==> src/rtl/piso_shift_register.sv <==
// Parallel-in, serial-out shift register.
// Captures a WIDTH-bit word on a load strobe and emits it one bit per clock,
// MSB first (MSB_FIRST=1) or LSB first (MSB_FIRST=0). The valid, last and
// bit_count outputs let downstream logic frame each serialized word.
//
// Handshake: there is no backpressure. valid is a status strobe, not a request.
// While valid=1, serial_out carries a bit of the most recently loaded word,
// and the sink must take that bit in the same cycle. last marks the final
// bit of the word. A load restarts serialization on the next edge and
// discards any bits of the previous word that have not been sent yet.
module piso_shift_register #(
    parameter int WIDTH     = 4,
    parameter bit MSB_FIRST = 1'b1
) (
    input  logic                       clk,
    input  logic                       reset,
    input  logic                       load,
    input  logic [WIDTH-1:0]           parallel_in,
    output logic                       serial_out,
    output logic                       valid,
    output logic                       last,
    output logic [$clog2(WIDTH+1)-1:0] bit_count
);

    localparam int CW = $clog2(WIDTH + 1);

    logic [WIDTH-1:0] sr;
    logic [CW-1:0]    cnt;
    logic [WIDTH-1:0] sr_shifted;

    // Move the register one place toward the output end and fill the vacated bit with zero.
    always_comb begin
        sr_shifted = '0;
        if (MSB_FIRST)
            sr_shifted = {sr[WIDTH-2:0], 1'b0};
        else
            sr_shifted = {1'b0, sr[WIDTH-1:1]};
    end

    // A load takes priority. Otherwise the register shifts every cycle,
    // including the cycles after the word has been fully sent.
    always_ff @(posedge clk or negedge reset) begin
        if (!reset) begin
            sr <= '0;
        end else if (load) begin
            sr <= parallel_in;
        end else begin
            sr <= sr_shifted;
        end
    end

    // Track the bits still to be sent. valid drops on the shift that follows the final bit.
    always_ff @(posedge clk or negedge reset) begin
        if (!reset) begin
            cnt   <= '0;
            valid <= 1'b0;
        end else if (load) begin
            cnt   <= CW'(WIDTH - 1);
            valid <= 1'b1;
        end else if (cnt != '0) begin
            cnt   <= cnt - CW'(1);
        end else begin
            valid <= 1'b0;
        end
    end

    // Outputs are decoded from registers only, so no input reaches serial_out combinationally.
    always_comb begin
        serial_out = MSB_FIRST ? sr[WIDTH-1] : sr[0];
        last       = valid && (cnt == '0);
        bit_count  = valid ? (cnt + CW'(1)) : '0;
    end

endmodule

==> config.mk <==
export PLATFORM = sky130hd
export DESIGN_NAME = piso_shift_register
export DESIGN_NICKNAME = d
export VERILOG_FILES = /design/src/rtl/piso_shift_register.sv
export SDC_FILE = /design/constraint.sdc
export NUM_CORES = 1
export LEC_CHECK = 0
export ABC_AREA = 0
export ABC_CLOCK_PERIOD_IN_PS = 1150
export BUFFER_PORTS_ARGS = -buffer_cell sky130_fd_sc_hd__buf_2
export CAP_MARGIN = 20
export CORE_AREA = 2 2 39 41
export DETAILED_ROUTE_END_ITERATION = 7
export DIE_AREA = 0 0 41 43
export MAX_ROUTING_LAYER = met4
export PLACE_DENSITY_LB_ADDON = 0.1
export SYNTH_ARGS = -nofsm -noshare
export SYNTH_HDL_FRONTEND = slang
export SYNTH_SLANG_ARGS = --single-unit
export TNS_END_PERCENT = 30
==> constraint.sdc <==
create_clock -name clk -period 1.15 [get_ports clk]
set_input_delay 0.0575 -clock clk [delete_from_list [all_inputs] [get_ports clk]]
set_output_delay 0.0575 -clock clk [all_outputs]
set_load 0.01 [all_outputs]
After elaboration in Yosys (flattened, before gate mapping). Cells that the tools add are included.

Register bits after elaboration: 8. Bits in latches: 0. RAM bits: 0. ROM bits: 0. Bits of input ports: 7. Output and inout bits: 6. Logic and storage cells: 16. Memories: 0.

Add/subtract/negate cells: 2. Multiply operators: 0. Divide/modulo/power cells: 0. Order comparisons: 0. Eq/ne operators: 1. Shifts and indexed selects: 0. Multiplexer cells: 6. Bitwise operators: 0. Reduce and logical (&&, ||, !) cells: 4.

Operators by type and width (count): $mux 3 (3); $mux 4 (1); $add 3x1->3 const B (1); $logic_not 3->1 (1); $reduce_bool 3->1 (1); $sub 3x1->3 const B (1); $mux 1 (2); $ne 2x2->1 const B (1); $reduce_bool 2->1 (1); $logic_and 1x1->1 (1).

Longest topological paths before layout. Gate-level depths: netlist of run 1.

Depth in word-level cells: 3. Gate-level depth with buffers: 4. Mapped depth without buffers: 4.

Worst setup path after synthesis of run 1. OpenSTA, ideal clock, no wires.

Path kind: register to register. Start: register cnt[0]. End: register cnt[2]. Library setup time: 0.073 ns. Data arrival time: 1.129 ns. Required time: 1.077 ns. Slack: -0.052 ns. Cell stages (with the launch flop): 5. Buffers on the path: 0. Clock period less this slack: 1.202 ns. Cell sequence: dfrtp_1 inv_1 ha_1 or3b_1 a21oi_2.

Word-level cells in the longest chain between the ends: 3. Elaborated cells between the ends (all ways): 5. Classes of those cells: add/sub (1); mux (2); reduce/logical (2).

RTL lines: start, declared (line 28) `logic [CW-1:0] cnt;`; start signal, assigned (line 58) `cnt <= CW'(WIDTH - 1);`; start signal, assigned (line 61) `cnt <= cnt - CW'(1);`; $sub 3x1->3 (line 61); $mux 3 (line 60) `end else if (cnt != '0) begin`; $mux 3 (line 57) `end else if (load) begin`.

Parallel ways exist; a longest one is shown, timed or not. The select of a mux whose other input is x is not followed. A chain may end at the register's enable or synchronous reset.

Worst setup path in the final report of run 1.
Start: register cnt[0]. End: output port bit_count[2].

Word-level cells in the longest chain between the ends: 2.

RTL lines: $add 3x1->3 (line 71) `bit_count = valid ? (cnt + CW'(1)) : '0;`; $mux 3 (line 71); end, declared (line 22) `output logic [$clog2(WIDTH+1)-1:0] bit_count`.

Every way passes these cells.

==> impl_metrics.csv, run 1 <==
group,metric,value,unit
synthesis,netlist_instances,35,
synthesis,avgSynthCellArea,11.5,um2
placed_design,placed_area,494,um2
layout,final_util,45.6,%
synthesis,synth_area_leader_cell,"dfrtp_1",
synthesis,synth_fp_nets,45,
synthesis,synth_top_cell_area_share,49.8,%
power_and_ir_drop,total_leakage_power,0.311,nW
global_route,grt_pass1_vias,350,
detailed_routing,routedWlPerCell,11.7,um
clocking,clk_latency,0.25,ns
floorplan,die_h,43,um
global_route,grt.busiest_layer,"met2",
worst_setup_path,cp.arrival,1.29,ns
clocking,ctsHtreeMaxLevel,1,
clocking,clockBufferDepth,2,
sta,clock-skew-final,0.000250,ns
floorplan,die_width,41,um
global_route,use_met3,4.71,%
floorplan,core,0.00138,mm2
global_route,overflow,0,
clocking,cts_tree,"yes",
layout,nets,70,
layout,area_growth,57.0,%
synthesis,synth-seq-cells,8,
global_route,grt_pass1_wl,1.36,mm
worst_setup_path,path_max_fanout,2,
worst_setup_path,r2r-start,"cnt[0]",
worst_hold_path,hold_path_end,"sr[0]",
worst_setup_path,startpoint_type,"flop",
sta,min_period,1.35,ns
global_route,grtUsageTotal,12.7,%
floorplan,io_pins,13,
detailed_routing,via_count,324,
worst_hold_path,hold_depth,2,
worst_setup_path,r2r_cells,5,
detailed_routing,route.detailed.drc,0,
global_route,grt_max_degree,9,
sta,fmax,0.743,GHz
status,violations,"setup timing",
sta,slew_viol_final,0,
power_and_ir_drop,peakVddDrop,0.000658,V
layout,layout_commonest_cell,"buf_2",
clocking,clkSinkCount,8,
worst_hold_path,hold_class,"primary input to flop",
floorplan,start_util,29.0,%
worst_setup_path,reg2reg_setup_slack,-0.12,ns
layout,drive_gt1_share,60.3,%
global_route,grt_util_met2,18.8,%
status,outcome,"finished with violations",
synthesis,ys_seq_area_share,49.8,%
worst_setup_path,r2r-end,"cnt[2]",
power_and_ir_drop,powerDensity,1570,mW/mm2
global_route,met1_usage,12.6,%
detailed_routing,firstDrtPassIters,2,
worst_setup_path,crit_start,"cnt[0]",
detailed_routing,drt_iter0_markers,1,
clocking,path_clk_slew,0.06,ns
sta,maxSlewHeadroom,86.8,%
layout,fin_area,631,um2
synthesis,ys_types,17,
floorplan,dieArea,0.00176,mm2
layout,diodes,0,
detailed_routing,drt_wl_total,865,um
synthesis,yosys_warnings,0,
sta,rsz0062_at_grt,"yes",
sta,tightest_slew,0.197,ns
floorplan,fp-row-count,14,
detailed_routing,routed_via_density,4.38,
synthesis,synth.cell_area,402,um2
sta,worst_slack,-0.196,ns
sta,hold_violations,0,
global_route,antenna_found_initial,0,
worst_setup_path,cp.required,1.09,ns
detailed_routing,ant_nets,0,
sta,finalCritPeriodShare,117,%
placed_design,routabilityCongestion,0.727,
clocking,cts_buffers,3,
job,cap_violations,0,
placed_design,portBuffers,12,
placed_design,dpl.hpwl,570,um
worst_setup_path,critical_path_class,"flop to primary output",
clocking,clockRootBuffer,"clkbuf_4",
sta,setup-violations-final,5,
worst_hold_path,min-delay-start,"parallel_in[0]",
synthesis,synth.area.top_cells,"dfrtp_1, ha_1, mux2_2",
placed_design,pre_cts_ws,-0.00553,ns
layout,final_cell_mix,"buf_2, dfrtp_1, buf_6, buf_4",
worst_setup_path,cp-end-kind,"primary output",
## routing by layer
layer	share of wire [%]	routed length (um)
met5	0	0
met3	3.1	27
met1	40	345
met2	56	483
met4	0.92	8
## cells in the mapped netlist (all sizes together)
library cell	number
or2b	1
o211ai	1
dfrtp	8
and2b	1
nor2	3
mux2	3
a21oi	1
nor2b	1
xnor2	1
nand3b	1
o21ai	1
mux2i	1
buf	1
and2	3
inv	4
ha	3
or3b	1
## power by group
| part | internal, W | total [W] | switching (W) |
|---|---|---|---|
| combinational | 0.000258 | 0.000430 | 0.000171 |
| sequential | 0.000315 | 0.000341 | 0.0000257 |
| clock | 0.000120 | 0.000216 | 0.0000968 |
## what timing repair did
action | CTS | global route
pin swaps | 4 | 1
setup buffers | 5 | 1
setup endpoints to repair | 4 | 8
hold endpoints to repair | 8 | 0
gates resized for setup | 9 | 4
hold buffers | 1 | 0
## final cells by class
cell class                      count  area, um2
Fill cell                         138        753
Inverter                            4       15.0
Tap cell                           16       20.0
Multi-Input combinational cell     22        219
Clock buffer                        3       22.5
Timing Repair Buffer               21        154
Sequential cell                     8        200
## metrics by stage
stage | hold slack [ns] | setup TNS [ns] | std cells | total power [W]
3_5_place_dp | -0.0919 | -0.00553 | 64 | 0.000602
2_1_floorplan | -0.238 | 0 | 35 | 0.000495
5_1_grt | 0.0179 | -0.932 | 74 | 0.00106
3_3_place_gp | -0.0904 | 0 | 64 | 0.000595
6_report | 0.0194 | -0.609 | 74 | 0.000987
4_1_cts | 0.0111 | -0.617 | 73 | 0.000920
## logic make-up after synthesis
family	count (synthesis)	synth area share, %
AO/OA/AOI/OAI	3	5.30
buffers and inverters	5	4.98
AND/OR/NAND/NOR	11	17.4
adder cells (fa/ha/maj)	3	9.35
XOR/XNOR	1	2.18
multiplexers	4	10.9
flip-flops	8	49.8
## registers in the layout (all words and copies together) (netlist names)
signal	flops
cnt	3
sr	4
valid	1
## worst max-delay path, stage by stage, from the launching register on
cell and delay [ns]:
dfrtp_1 0.40, buf_6 0.13, ha_4 0.15, xnor2_2 0.12, nor2_1 0.09, buf_2 0.14
## worst max-delay path by stage
| stage | end | slack, ns | cells past startpoint |
|---|---|---|---|
| finish | bit_count[2] | -0.20 | 5 |
| global route | bit_count[2] | -0.25 | 5 |
| floorplan | cnt[2] | 0.009 | 4 |
| CTS | bit_count[2] | -0.18 | 5 |
| detailed placement | cnt[2] | -0.006 | 4 |
| global placement | cnt[2] | 0.02 | 4 |
Power figures use the tool's default switching activity.
==> inputs of run 2 (changes only) <==
--- a/config.mk
+++ b/config.mk
@@ -14,6 +14,7 @@
 export DIE_AREA = 0 0 41 43
 export MAX_ROUTING_LAYER = met4
 export PLACE_DENSITY_LB_ADDON = 0.1
+export SLEW_MARGIN = 15
 export SYNTH_ARGS = -nofsm -noshare
 export SYNTH_HDL_FRONTEND = slang
 export SYNTH_SLANG_ARGS = --single-unit
==> constraint.sdc (replaced) <==
create_clock -name clk -period 1.15 [get_ports clk]
set_input_delay 0.23 -clock clk [delete_from_list [all_inputs] [get_ports clk]]
set_output_delay 0.23 -clock clk [all_outputs]
set_load 0.01 [all_outputs]
==> impl_metrics.csv, run 2 (same netlist as run 1, synthesis figures left out) <==
group,metric,value,unit
status,outcome,"finished with violations",
status,violations,"setup timing",
power_and_ir_drop,total_power,0.000917,W
placed_design,portBuffers,12,
floorplan,core,0.00138,mm2
sta,maxSlewHeadroom,88.0,%
worst_setup_path,r2r-start,"cnt[1]",
sta,slew_viol_final,0,
sta,clock-skew-final,0.00312,ns
layout,regMostFlops,"sr",
sta,worst_slack,-0.377,ns
floorplan,die_width,41,um
clocking,clkSinkCount,8,
clocking,clockBufferDepth,2,
clocking,clk_latency,0.25,ns
layout,fillers,133,
floorplan,start_util,29.0,%
clocking,ctsHtreeMaxLevel,1,
layout,area_growth,49.5,%
power_and_ir_drop,internal_power,0.000652,W
layout,drive_gt1_share,56.4,%
sta,rsz0062_at_grt,"yes",
global_route,grt_max_degree,9,
power_and_ir_drop,total_leakage_power,0.290,nW
global_route,grt_pass1_wl,1.29,mm
power_and_ir_drop,power_frac_seq,37.1,%
power_and_ir_drop,switching_power,0.000265,W
layout,nets,67,
power_and_ir_drop,p_comb_share,40.4,%
floorplan,fp-row-count,14,
worst_setup_path,cp.arrival,1.30,ns
sta,min_period,1.53,ns
detailed_routing,via_count,294,
worst_setup_path,cp.required,0.92,ns
worst_setup_path,crit_start,"cnt[1]",
clocking,clockRootBuffer,"clkbuf_4",
sta,setup-violations-final,8,
power_and_ir_drop,clockPowerShare,22.4,%
global_route,antenna_found_initial,0,
layout,final_cell_mix,"buf_2, dfrtp_1, buf_6",
layout,diodes,0,
worst_setup_path,path_max_fanout,3,
detailed_routing,drt_wl_total,806,um
clocking,cts_tree,"yes",
placed_design,dpl.hpwl,582,um
job,cap_violations,0,
sta,tightest_slew,0.180,ns
power_and_ir_drop,peakVddDrop,0.000652,V
worst_hold_path,min-delay-start,"parallel_in[0]",
floorplan,io_pins,13,
placed_design,routabilityCongestion,0.688,
detailed_routing,routedWlPerCell,11.4,um
floorplan,dieArea,0.00176,mm2
global_route,grtUsageTotal,11.4,%
global_route,grt_pass1_vias,340,
sta,fmax,0.655,GHz
floorplan,die_h,43,um
worst_setup_path,cp-end-kind,"primary output",
worst_hold_path,hold_class,"primary input to flop",
detailed_routing,firstDrtPassIters,4,
worst_setup_path,startpoint_type,"flop",
detailed_routing,route.detailed.drc,0,
sta,finalCritPeriodShare,133,%
detailed_routing,routed_via_density,4.14,
detailed_routing,drt_iter0_markers,2,
layout,largest_register_ffs,4,
worst_setup_path,critical_path_class,"flop to primary output",
sta,hold_violations,0,
clocking,path_clk_slew,0.05,ns
sta,holdWs,0.197,ns
power_and_ir_drop,powerDensity,1530,mW/mm2
detailed_routing,ant_nets,0,
layout,layout_commonest_cell,"buf_2",
clocking,cts_buffers,3,
layout,largest_registers,"sr (4), cnt (3), valid (1)",
global_route,overflow,0,
layout,final_util,43.4,%
power_and_ir_drop,p_sw_share,28.9,%
[run 2: cell types whose count changed in the layout (fill, tap and decap cells not counted), sizes merged]
cell | before | now
buf | 20 | 17
[run 2: power by group through the flow]
stage / registers [W] / clock network (W) / logic, W
2_1_floorplan: 0.000344 / 0 / 0.000155
3_5_place_dp: 0.000344 / 0 / 0.000259
3_3_place_gp: 0.000344 / 0 / 0.000251
4_1_cts: 0.000339 / 0.000217 / 0.000356
6_report: 0.000341 / 0.000206 / 0.000371
5_1_grt: 0.000345 / 0.000240 / 0.000406
[run 2: worst paths after layout]
check / endpoint / slack, ns / cells after the start
setup / recovery: last / -0.38 / 5
hold / removal: sr[0] / 0.20 / 2
setup reg to reg: cnt[1] / -0.13 / 6
hold reg to reg: sr[2] / 0.48 / 1
max in group asynchronous: valid / 0.62 / 2
min in group asynchronous: sr[3] / 0.36 / 2
[run 2: final cells by class]
cell class	count	area (um2)	share of cell area (%)
multi-input cells	22	215	35.8
flip-flops and latches	8	200	33.3
repair buffers	18	128	21.2
clock buffers	3	22.5	3.75
well taps	16	20.0	3.33
inverters	4	15.0	2.50
[run 2: per-layer routing]
metal	up-vias	global-route usage, %	share of wire, %
met4	0	6.00	0
met1	135	12.0	40
met2	6	18.4	58
met5	-	-	0
li1	153	-	-
met3	0	3.14	2.2
[run 2: timing repair]
item / CTS / global route
gates resized for setup: 8 / 3
buffers inserted: 2 / 1
endpoints found under the hold margin: 8 / 0
setup endpoints to repair: 8 / 8
cloned: 0 / 0
pin swaps: 2 / 2
hold buffers: 1 / 0
[run 2: stage by stage]
| step | setup WS (ns) | setup TNS, ns | cell area [um2] | std cells |
|---|---|---|---|---|
| after CTS | -0.385 | -1.35 | 582 | 70 |
| after global placement | -0.126 | -0.270 | 497 | 64 |
| after floorplan | -0.0287 | -0.0429 | 407 | 35 |
| after global routing | -0.435 | -2.01 | 601 | 71 |
| after detailed placement | -0.152 | -0.480 | 497 | 64 |
| final | -0.377 | -1.55 | 601 | 71 |
[run 2: critical path: stages (launching register included)]
cell     delay (ns)
dfrtp_1        0.40
inv_2          0.07
ha_4           0.16
and2b_4        0.16
and2_4         0.15
buf_6          0.11
==> inputs of run 3 (changes only) <==
--- a/config.mk
+++ b/config.mk
@@ -10,6 +10,7 @@
 export BUFFER_PORTS_ARGS = -buffer_cell sky130_fd_sc_hd__buf_2
 export CAP_MARGIN = 20
 export CORE_AREA = 2 2 39 41
+export CTS_BUF_LIST = sky130_fd_sc_hd__clkbuf_8
 export DETAILED_ROUTE_END_ITERATION = 7
 export DIE_AREA = 0 0 41 43
 export MAX_ROUTING_LAYER = met4
==> impl_metrics.csv, run 3 (same netlist as run 1, synthesis figures left out) <==
group,metric,value,unit
sta,fmax,0.666,GHz
global_route,antenna_found_initial,0,
layout,layout_commonest_cell,"buf_2",
sta,clock-skew-final,0.00369,ns
worst_setup_path,cp.required,0.92,ns
detailed_routing,route.detailed.drc,0,
clocking,cts_buffers,3,
sta,finalCritPeriodShare,131,%
worst_setup_path,slowest_stage,"dfrtp_1",
floorplan,dieArea,0.00176,mm2
layout,largest_register_ffs,4,
layout,final_cell_mix,"buf_2, dfrtp_1, buf_6",
worst_setup_path,startpoint_type,"flop",
detailed_routing,routed_via_density,4.14,
layout,diodes,0,
detailed_routing,routedWlPerCell,11.7,um
clocking,clockBufferDepth,2,
global_route,overflow,0,
job,cap_violations,0,
power_and_ir_drop,total_power,0.00104,W
global_route,grt_max_degree,9,
worst_setup_path,path_cells,"inv_2, ha_4, and2b_4, and2_4, buf_6",
layout,regMostFlops,"sr",
worst_setup_path,crit_family,"flip-flops",
floorplan,fp-row-count,14,
detailed_routing,firstDrtPassIters,2,
floorplan,start_util,29.0,%
global_route,grtUsageTotal,11.4,%
placed_design,portBuffers,12,
detailed_routing,ant_nets,0,
status,violations,"setup timing",
clocking,path_clk_slew,0.04,ns
layout,final_util,44.8,%
sta,tightest_slew,0.181,ns
detailed_routing,via_count,294,
layout,drive_gt1_share,56.4,%
worst_setup_path,critPathMaxStageDelay,0.40,ns
clocking,ctsHtreeMaxLevel,1,
layout,nets,67,
sta,worst_slack,-0.352,ns
floorplan,die_width,41,um
worst_setup_path,path_buf_inv,2,
worst_setup_path,cp.arrival,1.27,ns
clocking,clkSinkCount,8,
detailed_routing,drt_wl_total,829,um
power_and_ir_drop,peakVddDrop,0.000764,V
layout,fillers,131,
sta,tns,-1.45,ns
global_route,grt_pass1_vias,339,
clocking,clk_latency,0.22,ns
clocking,cts_tree,"yes",
floorplan,core,0.00138,mm2
floorplan,die_h,43,um
worst_setup_path,cp-end-kind,"primary output",
sta,setup-violations-final,8,
placed_design,pre_cts_ws,-0.152,ns
sta,maxSlewHeadroom,87.9,%
layout,area_growth,54.2,%
global_route,grt_pass1_wl,1.29,mm
sta,rsz0062_at_grt,"yes",
worst_setup_path,critical_path_class,"flop to primary output",
worst_setup_path,path_max_fanout,3,
sta,hold_violations,0,
placed_design,dpl.hpwl,582,um
power_and_ir_drop,total_leakage_power,0.298,nW
placed_design,routabilityCongestion,0.688,
worst_hold_path,hold_class,"primary input to flop",
power_and_ir_drop,powerDensity,1680,mW/mm2
sta,slew_viol_final,0,
detailed_routing,drt_iter0_markers,2,
clocking,clockRootBuffer,"clkbuf_8",
layout,largest_registers,"sr (4), cnt (3), valid (1)",
status,outcome,"finished with violations",
sta,min_period,1.50,ns
floorplan,io_pins,13,
## run 3: cell types whose count changed in the layout (fill, tap and decap cells not counted)
| cell | previous run | this run |
|---|---|---|
| clkbuf_8 | 0 | 3 |
| clkbuf_4 | 3 | 0 |
## run 3: where the power goes
group	switching, W	internal (W)
combinational	0.000154	0.000217
clock	0.0000994	0.000226
sequential	0.0000253	0.000317
total	0.000279	0.000760
## run 3: worst reg2reg max path, stage by stage, from the launching register on
cell,delay (ns)
dfrtp_1,0.40
inv_2,0.08
ha_4,0.16
and2b_4,0.16
buf_4,0.13
buf_6,0.11
o211ai_1,0.17
## run 3: cell type report
cell class              count  area [um2]  area share [%]
well taps                  16        20.0            3.23
inverters                   4        15.0            2.42
multi-input cells          22         215            34.7
flip-flops and latches      8         200            32.3
repair buffers             18         128            20.6
clock buffers               3        41.3            6.67
## run 3: worst paths after layout
path                           startpoint     end  slack [ns]  cells past startpoint
max                                cnt[1]    last       -0.35                      5
min reg2reg                         sr[2]   sr[3]        0.48                      1
min                        parallel_in[0]   sr[0]        0.22                      2
max in group asynchronous           reset   valid        0.59                      2
min in group asynchronous           reset   sr[3]        0.39                      2
max reg2reg                        cnt[1]  cnt[1]       -0.13                      6
## run 3: what timing repair did
| item | in CTS | in global routing |
|---|---|---|
| hold endpoints to repair | 8 | 0 |
| hold buffers | 1 | 0 |
| endpoints found under the setup margin | 8 | 8 |
| pin swaps | 2 | 2 |
| buffers inserted | 2 | 1 |
| gates resized for setup | 8 | 3 |
## run 3: metrics by stage
step	hold slack (ns)	instance area (um2)	cells
2_1_floorplan	-0.0656	407	35
3_3_place_gp	0.0800	497	64
3_5_place_dp	0.0803	497	64
4_1_cts	0.217	601	70
5_1_grt	0.216	619	71
6_report	0.222	619	71
## run 3: per-layer routing
| metal | global-route usage, % | vias to the layer above | routed length (um) | share of wire (%) |
|---|---|---|---|---|
| li1 | - | 153 | - | - |
| met1 | 12.0 | 135 | 337 | 41 |
| met2 | 18.4 | 6 | 474 | 57 |
| met3 | 3.14 | 0 | 18 | 2.2 |
| met4 | 6.00 | 0 | 0 | 0 |
| met5 | - | - | 0 | 0 |
